**config.mk**
```make
export PLATFORM = sky130hd
export DESIGN_NAME = reg_write_demux_flat
export DESIGN_NICKNAME = d
export VERILOG_FILES = /design/src/rtl/reg_write_demux_if.sv /design/src/rtl/reg_write_demux.sv /design/src/flat_wrapper.sv
export SDC_FILE = /design/constraint.sdc
export NUM_CORES = 1
export LEC_CHECK = 0
export ABC_AREA = 1
export CORE_AREA = 2 2 220 179
export CTS_BUF_LIST = sky130_fd_sc_hd__clkbuf_4 sky130_fd_sc_hd__clkbuf_8 sky130_fd_sc_hd__clkbuf_16
export DETAILED_ROUTE_END_ITERATION = 7
export DIE_AREA = 0 0 222 181
export GPL_ROUTABILITY_DRIVEN = 0
export MAX_ROUTING_LAYER = met4
export SYNTH_ARGS = -nofsm -noshare
export SYNTH_HDL_FRONTEND = slang
export SYNTH_SLANG_ARGS = --single-unit
export TNS_END_PERCENT = 50
```
**constraint.sdc**
```tcl
create_clock -name clk -period 2.5 [get_ports clk]
set_input_delay 0.75 -clock clk [delete_from_list [all_inputs] [get_ports clk]]
set_output_delay 0.75 -clock clk [all_outputs]
set_load 0.005 [all_outputs]
```
**src/rtl/reg_write_demux_if.sv**
```systemverilog
// rtl/reg_write_demux_if.sv - register write request handshake (valid/ready with addr and data)
interface reg_write_demux_if #(
  parameter int WIDTH = 64
);
  logic             in_valid;
  logic             in_ready;
  logic [4:0]       in_addr;
  logic [WIDTH-1:0] in_data;

  modport master (output in_valid, in_addr, in_data, input in_ready);
  modport slave  (input in_valid, in_addr, in_data, output in_ready);
endinterface

```
**src/rtl/reg_write_demux.sv**
```systemverilog
// rtl/reg_write_demux.sv - 2-entry write buffer issuing one-hot register write enables
// with a pending-write lookup for the read port.
module reg_write_demux #(
  parameter int WIDTH = 64,
  parameter int NREGS = 32
) (
  input  logic              clk,
  input  logic              reset,
  reg_write_demux_if.slave  req,
  input  logic              stall,
  output logic [NREGS-1:0]  wr_en,
  output logic [WIDTH-1:0]  wr_data,
  input  logic [4:0]        rd_addr,
  output logic              pend_hit,
  output logic [1:0]        count
);

  localparam logic [4:0] ZERO_REG = 5'd31;

  logic [4:0]       addr_q [2];
  logic [4:0]       addr_d [2];
  logic [WIDTH-1:0] data_q [2];
  logic [WIDTH-1:0] data_d [2];
  logic             wr_ptr_q, wr_ptr_d;
  logic             rd_ptr_q, rd_ptr_d;
  logic [1:0]       count_q, count_d;
  logic [NREGS-1:0] wr_en_q, wr_en_d;
  logic [WIDTH-1:0] wr_data_q, wr_data_d;

  logic             in_ready;
  logic             push;
  logic             pop;
  logic [31:0]      dec;
  logic             hit;

  // Ready looks only at registered occupancy so a same-cycle issue never frees a slot.
  assign in_ready     = reset && (count_q != 2'd2);
  assign req.in_ready = in_ready;

  always_comb begin
    push      = req.in_valid && in_ready;
    pop       = (count_q != 2'd0) && !stall;
    dec       = 32'd1 << addr_q[rd_ptr_q];
    addr_d    = addr_q;
    data_d    = data_q;
    wr_ptr_d  = wr_ptr_q;
    rd_ptr_d  = rd_ptr_q;
    wr_en_d   = '0;
    wr_data_d = wr_data_q;
    if (pop) begin
      wr_data_d = data_q[rd_ptr_q];
      if (addr_q[rd_ptr_q] != ZERO_REG) begin
        wr_en_d = dec[NREGS-1:0];
      end
      rd_ptr_d = ~rd_ptr_q;
    end
    if (push) begin
      addr_d[wr_ptr_q] = req.in_addr;
      data_d[wr_ptr_q] = req.in_data;
      wr_ptr_d         = ~wr_ptr_q;
    end
    count_d = count_q + {1'b0, push} - {1'b0, pop};
  end

  // With one entry only the slot under the read pointer is live.
  always_comb begin
    hit = 1'b0;
    for (int i = 0; i < 2; i++) begin
      if (((count_q == 2'd2) || ((count_q == 2'd1) && (rd_ptr_q == 1'(i))))
          && (addr_q[i] == rd_addr)) begin
        hit = 1'b1;
      end
    end
    pend_hit = hit && (rd_addr != ZERO_REG);
  end

  always_ff @(posedge clk or negedge reset) begin
    if (!reset) begin
      for (int i = 0; i < 2; i++) begin
        addr_q[i] <= '0;
        data_q[i] <= '0;
      end
      wr_ptr_q  <= 1'b0;
      rd_ptr_q  <= 1'b0;
      count_q   <= 2'd0;
      wr_en_q   <= '0;
      wr_data_q <= '0;
    end else begin
      addr_q    <= addr_d;
      data_q    <= data_d;
      wr_ptr_q  <= wr_ptr_d;
      rd_ptr_q  <= rd_ptr_d;
      count_q   <= count_d;
      wr_en_q   <= wr_en_d;
      wr_data_q <= wr_data_d;
    end
  end

  assign wr_en   = wr_en_q;
  assign wr_data = wr_data_q;
  assign count   = count_q;

endmodule

```
**src/flat_wrapper.sv**
```systemverilog
// flat-port wrapper written by rule: the top's interface ports become plain ports
module reg_write_demux_flat 
#(
  parameter int WIDTH = 64,
  parameter int NREGS = 32
)
  (clk, reset, stall, wr_en, wr_data, rd_addr, pend_hit, count, req_in_valid, req_in_addr, req_in_data, req_in_ready);
  reg_write_demux_if #(.WIDTH(WIDTH)) req_i ();
  input  logic clk;
  input  logic reset;
  input  logic stall;
  output logic [NREGS-1:0] wr_en;
  output logic [WIDTH-1:0] wr_data;
  input  logic [4:0] rd_addr;
  output logic pend_hit;
  output logic [1:0] count;
  input wire logic [$bits(req_i.in_valid)-1:0] req_in_valid;
  input wire logic [$bits(req_i.in_addr)-1:0] req_in_addr;
  input wire logic [$bits(req_i.in_data)-1:0] req_in_data;
  output wire logic [$bits(req_i.in_ready)-1:0] req_in_ready;
  assign req_i.in_valid = req_in_valid;
  assign req_i.in_addr = req_in_addr;
  assign req_i.in_data = req_in_data;
  assign req_in_ready = req_i.in_ready;
  reg_write_demux #(.WIDTH(WIDTH), .NREGS(NREGS)) u_core (.clk(clk), .reset(reset), .req(req_i), .stall(stall), .wr_en(wr_en), .wr_data(wr_data), .rd_addr(rd_addr), .pend_hit(pend_hit), .count(count));
endmodule
```
==> results.yml, run 1 <==
drt:
  vias: 7483
  drt-initial-drc-count: 488
  ant_nets: 0
  wl_um: 24800
  wl_per_cell_um: 14.3
  drt_pre_antenna_iters: 5
  drc: 0
  viasPerCell: 4.32
global_routing:
  grt_start_max_net_pins: 127
  grt_overflow: 0
  grt_usage_pct: 12.8
  antenna_found_initial: 0
  grt_pass1_wl_um: 40600
  grt_pass1_vias: 7640
yosys:
  synth_nets: 1126
  synth.area.top_cells: "dfrtp_1, nand2_1, o21ai_2"
  syn_area_um2: 9740
  yosys_warnings: 0
  synthDistinctLibCells: 26
  syn_area_per_cell_um2: 9.31
  synth_edf_count: 0
  synth_ff_type: "dfrtp_1"
  ys_async_sr_fraction_pct: 100
  ys_ff_latch: 238
  netlist_top_cells_count: "nand2_1, dfrtp_1, nor2_1"
  yosysTopAreaCell: "dfrtp_1"
  yosys.area.top_type_share_pct: 61.1
  ys_seq_area_share_pct: 61.1
  synthCells: 1046
  yosysMostFrequentCell: "nand2_1"
setup_path:
  arrival_ns: 1.67
  endpoint_kind: "output port"
  required_ns: 1.75
  path_buf_inv: 3
  cp_slowest_cell: "dfrtp_4"
  critPathMaxFanout: 3
  start_kind: "flip-flop"
  critPathMaxStageDelay_ns: 0.48
  path_class: "flip-flop to output port"
  critPathTopFamily: "flip-flops"
  cp_common_cell: "inv_2"
  crit_chain: "inv_2 -> nand3_2 -> nand2_2 -> inv_2 -> nor2_2 -> nand2_1 -> a21oi_1 -> buf_2"
cells_and_area:
  final_cells: 1734
  ff_latch_area_um2: 5960
  multi_input_area_um2: 3100
  finalNetCount: 1297
  synthToLayoutAreaGrowth_pct: 33.5
  antennaDiodeCount: 0
  drive_gt1_share_pct: 11.9
  fill_cells: 3928
placement:
  dp_hpwl_um: 15600
  place_inst: 1677
  place_ws_ns: -0.598
  portBuffers: 177
floorplanning:
  die-area_um2: 40200
  io_pins: 178
  die_h_um: 181
  core_um2: 37900
  initial_utilization_pct: 25.7
  rows: 64
  die_w_um: 222
sta:
  max_freq_mhz: 413
  fin_ws_ns: 0.0797
  fin_worst_skew_ns: 0.0125
  tightest_slew_ns: 0.903
  min_period_ns: 2.42
  finalSetupViolations: 0
  finalHoldViolCount: 0
  max-slew-margin-rel_pct: 39.8
  finalCritPeriodShare_pct: 96.8
  rsz0062_at_grt: "true"
  slew_violations: 0
pwr:
  powerDensity_nw_per_um2: 1250
  irDropWorstVdd_uv: 501
  p_leak_uw: 0.00601
run:
  max_cap_violations: 0
clock_network:
  clk_pin_slew_ns: 0.06
  numClockSinks: 238
  clockBufferDepth: 3
  cts_buffers: 28
  root_buffer: "clkbuf_16"
  cts_tree: "done"
  clock_latency_ns: 0.55
  htree_levels: 1
run_status:
  status: "finished, final reports clean"
hold_path:
  hp-class: "input pin to asynchronous set/reset pin"
sequential cells by signal, indices dropped and copies added, names as in the netlist:
name and flops:
u_core.data_q 128, u_core.addr_q 10, u_core.wr_ptr_q 1, u_core.count 2, u_core.wr_en 32, u_core.wr_data 64
u_core.rd_ptr_q 1
layout make-up:
| class | count | area share [%] |
|---|---|---|
| multi-input combinational | 654 | 23.8 |
| clock inverter | 14 | 0.971 |
| inverter | 93 | 2.70 |
| timing repair buffer | 202 | 15.6 |
| sequential | 238 | 45.8 |
| tap | 495 | 4.76 |
| clock buffer | 38 | 6.34 |
metal layers:
layer / track usage [%] / share of wire, % / vias up / routed length, µm
met4: 2.81 / 2.0 / 0 / 505
met2: 21.3 / 47 / 138 / 11800
li1: - / - / 3682 / -
met5: - / 0 / - / 0
met3: 2.60 / 4.3 / 36 / 1070
met1: 16.2 / 46 / 3627 / 11500
report_power, final:
group | total [µW] | internal, µW | switching, µW
Sequential | 6480 | 5530 | 944
Combinational | 5620 | 2620 | 3010
Clock | 4130 | 2440 | 1690
Total | 16200 | 10600 | 5640
path summary, 6_finish.rpt:
path / start / endpoint / slack (ns) / depth (start not counted)
max: u_core.rd_ptr_q / pend_hit / 0.08 / 8
max in group asynchronous: reset / u_core.wr_data[15] / 0.87 / 3
min in group clk: u_core.data_q[91] / u_core.data_q[91] / 0.48 / 2
max reg2reg: u_core.rd_ptr_q / u_core.wr_en[0] / 0.34 / 6
min: reset / u_core.wr_en[30] / 0.28 / 2
min reg2reg: u_core.data_q[91] / u_core.data_q[91] / 0.48 / 2
kinds of logic (layout without fill, tap and decap cells):
group                    count (synthesis)  after routing  share of synthesized area [%]
flip-flops                             238            238                           61.1
AND/OR/NAND/NOR                        434            434                           17.1
other                                    1              1                         0.0385
adder cells (fa/ha/maj)                  2              2                          0.257
AO/OA/AOI/OAI                          211            211                           13.7
buffers and inverters                  154            347                           7.31
XOR/XNOR                                 6              6                          0.539
timing repair:
action,in CTS,in global routing
setup buffers,4,1
endpoints found under the setup margin,2,1
hold buffers,0,0
resized for setup,15,4
pin swaps,1,3
placed cells by master (no fill, tap or decap), types with 2 or more instances in the layout:
master / count
buf_12: 6
dfrtp_1: 236
inv_2: 4
o21ai_0: 82
nand2_2: 3
clkbuf_8: 5
xnor2_1: 3
nor2_1: 99
ha_1: 2
nand3_2: 2
clkdlybuf4s50_1: 168
nand2_1: 313
nand3_1: 4
dlygate4sd2_1: 7
clkbuf_4: 4
buf_4: 19
clkinv_4: 2
clkinv_2: 5
inv_8: 2
clkinvlp_4: 3
inv_1: 88
o21ai_2: 51
nor3_1: 8
xor2_1: 3
clkbuf_16: 29
o21ai_1: 11
a31oi_1: 64
worst register-to-register path, cell delays in order (launching register included):
cell	delay (ns)
dfrtp_4	0.42
buf_4	0.11
buf_4	0.55
o21ai_0	0.27
and2_1	0.22
inv_1	0.34
nor2_1	0.12
per-stage QoR:
step | TNS [ns] | total power [µW] | instance area [µm²] | hold slack (ns) | util (%)
final | 0 | 16200 | 13000 | 0.280 | 34.3
after global routing | -0.0438 | 17500 | 13000 | 0.308 | 34.3
after CTS | 0 | 16500 | 13000 | 0.266 | 34.3
after detailed placement | -0.598 | 12200 | 12000 | 0.468 | 31.7
after global placement | -0.572 | 12100 | 12000 | 0.465 | 31.7
after floorplan | 0 | 9560 | 9740 | 0.453 | -
Power figures use the tool's default switching activity.
==> inputs of run 2 (changes only) <==
--- a/config.mk
+++ b/config.mk
@@ -6,12 +6,15 @@
 export NUM_CORES = 1
 export LEC_CHECK = 0
 export ABC_AREA = 1
+export CELL_PAD_IN_SITES_DETAIL_PLACEMENT = 1
+export CELL_PAD_IN_SITES_GLOBAL_PLACEMENT = 1
 export CORE_AREA = 2 2 220 179
 export CTS_BUF_LIST = sky130_fd_sc_hd__clkbuf_4 sky130_fd_sc_hd__clkbuf_8 sky130_fd_sc_hd__clkbuf_16
 export DETAILED_ROUTE_END_ITERATION = 7
 export DIE_AREA = 0 0 222 181
 export GPL_ROUTABILITY_DRIVEN = 0
 export MAX_ROUTING_LAYER = met4
+export PLACE_DENSITY_LB_ADDON = 0.1
 export SYNTH_ARGS = -nofsm -noshare
 export SYNTH_HDL_FRONTEND = slang
 export SYNTH_SLANG_ARGS = --single-unit
==> run 2 against run 1 <==
Worst setup slack worse by 0.00068 ns; clock-buffer cell count up 2; die area did not move; critical path type unchanged; largest power group unchanged.
==> results.yml, run 2 (synthesized netlist as in run 1, its figures left out) <==
setup_path:
  start_kind: "flip-flop"
  required_ns: 1.75
  endpoint_kind: "output port"
  path_class: "flip-flop to output port"
  cp-startpoint: "u_core.rd_ptr_q"
  arrival_ns: 1.67
  r2r-start: "u_core.rd_ptr_q"
  critPathMaxFanout: 4
drt:
  ant_nets: 0
  maxUsedRoutingLayer: "met4"
  drt-initial-drc-count: 492
  wl_met1_um: 13300
  vias: 7342
  wl_um: 27100
  drt_pre_antenna_iters: 4
  viasPerCell: 4.23
  wl_per_cell_um: 15.6
  dr_wl_met3_um: 937
  met2_length_um: 12400
  drc: 0
floorplanning:
  core_um2: 37900
  die_w_um: 222
  initial_utilization_pct: 25.7
  die_h_um: 181
  die-area_um2: 40200
  io_pins: 178
  rows: 64
sta:
  max-slew-margin-rel_pct: 40.0
  fin_ws_ns: 0.0791
  finalSetupViolations: 0
  slew_violations: 0
  max_freq_mhz: 413
  tightest_slew_ns: 0.899
  finalCritPeriodShare_pct: 96.8
  setup_tns_ns: 0
  fin_worst_skew_ns: 0.0230
  min_period_ns: 2.42
  rsz0062_at_grt: "true"
  finalHoldViolCount: 0
cells_and_area:
  mostFrequentLayoutCell: "nand2_1"
  final_cell_mix: "nand2_1, dfrtp_1, clkdlybuf4s50_1"
  synthToLayoutAreaGrowth_pct: 34.6
  drive_gt1_share_pct: 11.8
  finalNetCount: 1300
  antennaDiodeCount: 0
  largest_reg_flops: 128
  largest-register: "u_core.data_q"
run:
  max_cap_violations: 0
placement:
  place_ws_ns: -0.592
  dp_hpwl_um: 17100
  portBuffers: 177
global_routing:
  grt_pass1_vias: 7701
  grt_pass1_wl_um: 43800
  grt_overflow: 0
  grt_usage_pct: 14.1
  antenna_found_initial: 0
  grt_start_max_net_pins: 143
clock_network:
  clock_latency_ns: 0.55
  clockBufferDepth: 3
  cts_buffers: 28
  root_buffer: "clkbuf_16"
  cts_hold_buf: 0
  numClockSinks: 238
  clk_pin_slew_ns: 0.06
  htree_levels: 1
  cts_tree: "done"
pwr:
  irDropWorstVdd_uv: 542
  p_leak_uw: 0.00607
  powerDensity_nw_per_um2: 1260
hold_path:
  hp-class: "input pin to asynchronous set/reset pin"
run_status:
  status: "finished, final reports clean"
-- run 2: final timing paths --
| check | end | slack, ns | cells after the start |
|---|---|---|---|
| max in group asynchronous | u_core.data_q[18] | 1.52 | 2 |
| min in group clk | u_core.data_q[82] | 0.48 | 2 |
| hold / removal | u_core.addr_q[4] | 0.29 | 2 |
| setup / recovery | pend_hit | 0.08 | 8 |
| hold reg to reg | u_core.data_q[82] | 0.48 | 2 |
| setup reg to reg | u_core.wr_en[10] | 0.45 | 7 |
-- run 2: metrics by stage --
step	std cells	instance area, µm²	hold WS (ns)	util [%]	power (µW)
4_1_cts	1735	13100	0.298	34.6	16900
2_1_floorplan	1046	9740	0.453	-	9560
6_report	1735	13100	0.286	34.6	16500
5_1_grt	1735	13100	0.319	34.6	17900
3_3_place_gp	1683	12100	0.464	32.0	12300
3_5_place_dp	1683	12100	0.469	32.0	12400
-- run 2: critical path, cell delays in order, from the launching register on --
cell     delay [ns]
dfrtp_4        0.49
inv_2          0.07
nand3_2        0.05
nand2_1        0.06
inv_1          0.04
nor2_1         0.10
nand2_1        0.07
a21oi_2        0.12
buf_2          0.12
-- run 2: metal layers --
| metal | up-vias | GRT usage [%] |
|---|---|---|
| li1 | 3675 | - |
| met1 | 3523 | 19.1 |
| met2 | 114 | 22.2 |
| met3 | 30 | 2.55 |
| met4 | 0 | 2.51 |
| met5 | - | - |
-- run 2: where the power goes --
group	switching [µW]	internal, µW	total, µW
Sequential	972	5530	6510
Combinational	3020	2650	5670
Clock	1620	2720	4340
-- run 2: what timing repair did --
| action | 4_1_cts | 5_1_grt |
|---|---|---|
| pin swaps | 0 | 4 |
| endpoints found under the setup margin | 2 | 1 |
| buffers inserted | 2 | 0 |
| resized for setup | 13 | 7 |
-- run 2: final cells by class --
type	count	area (µm²)
Clock buffer	40	833
Clock inverter	10	150
Fill cell	4329	24800
Inverter	93	352
Multi-Input combinational cell	654	3100
Sequential cell	238	5960
Tap cell	495	619
Timing Repair Buffer	205	2100
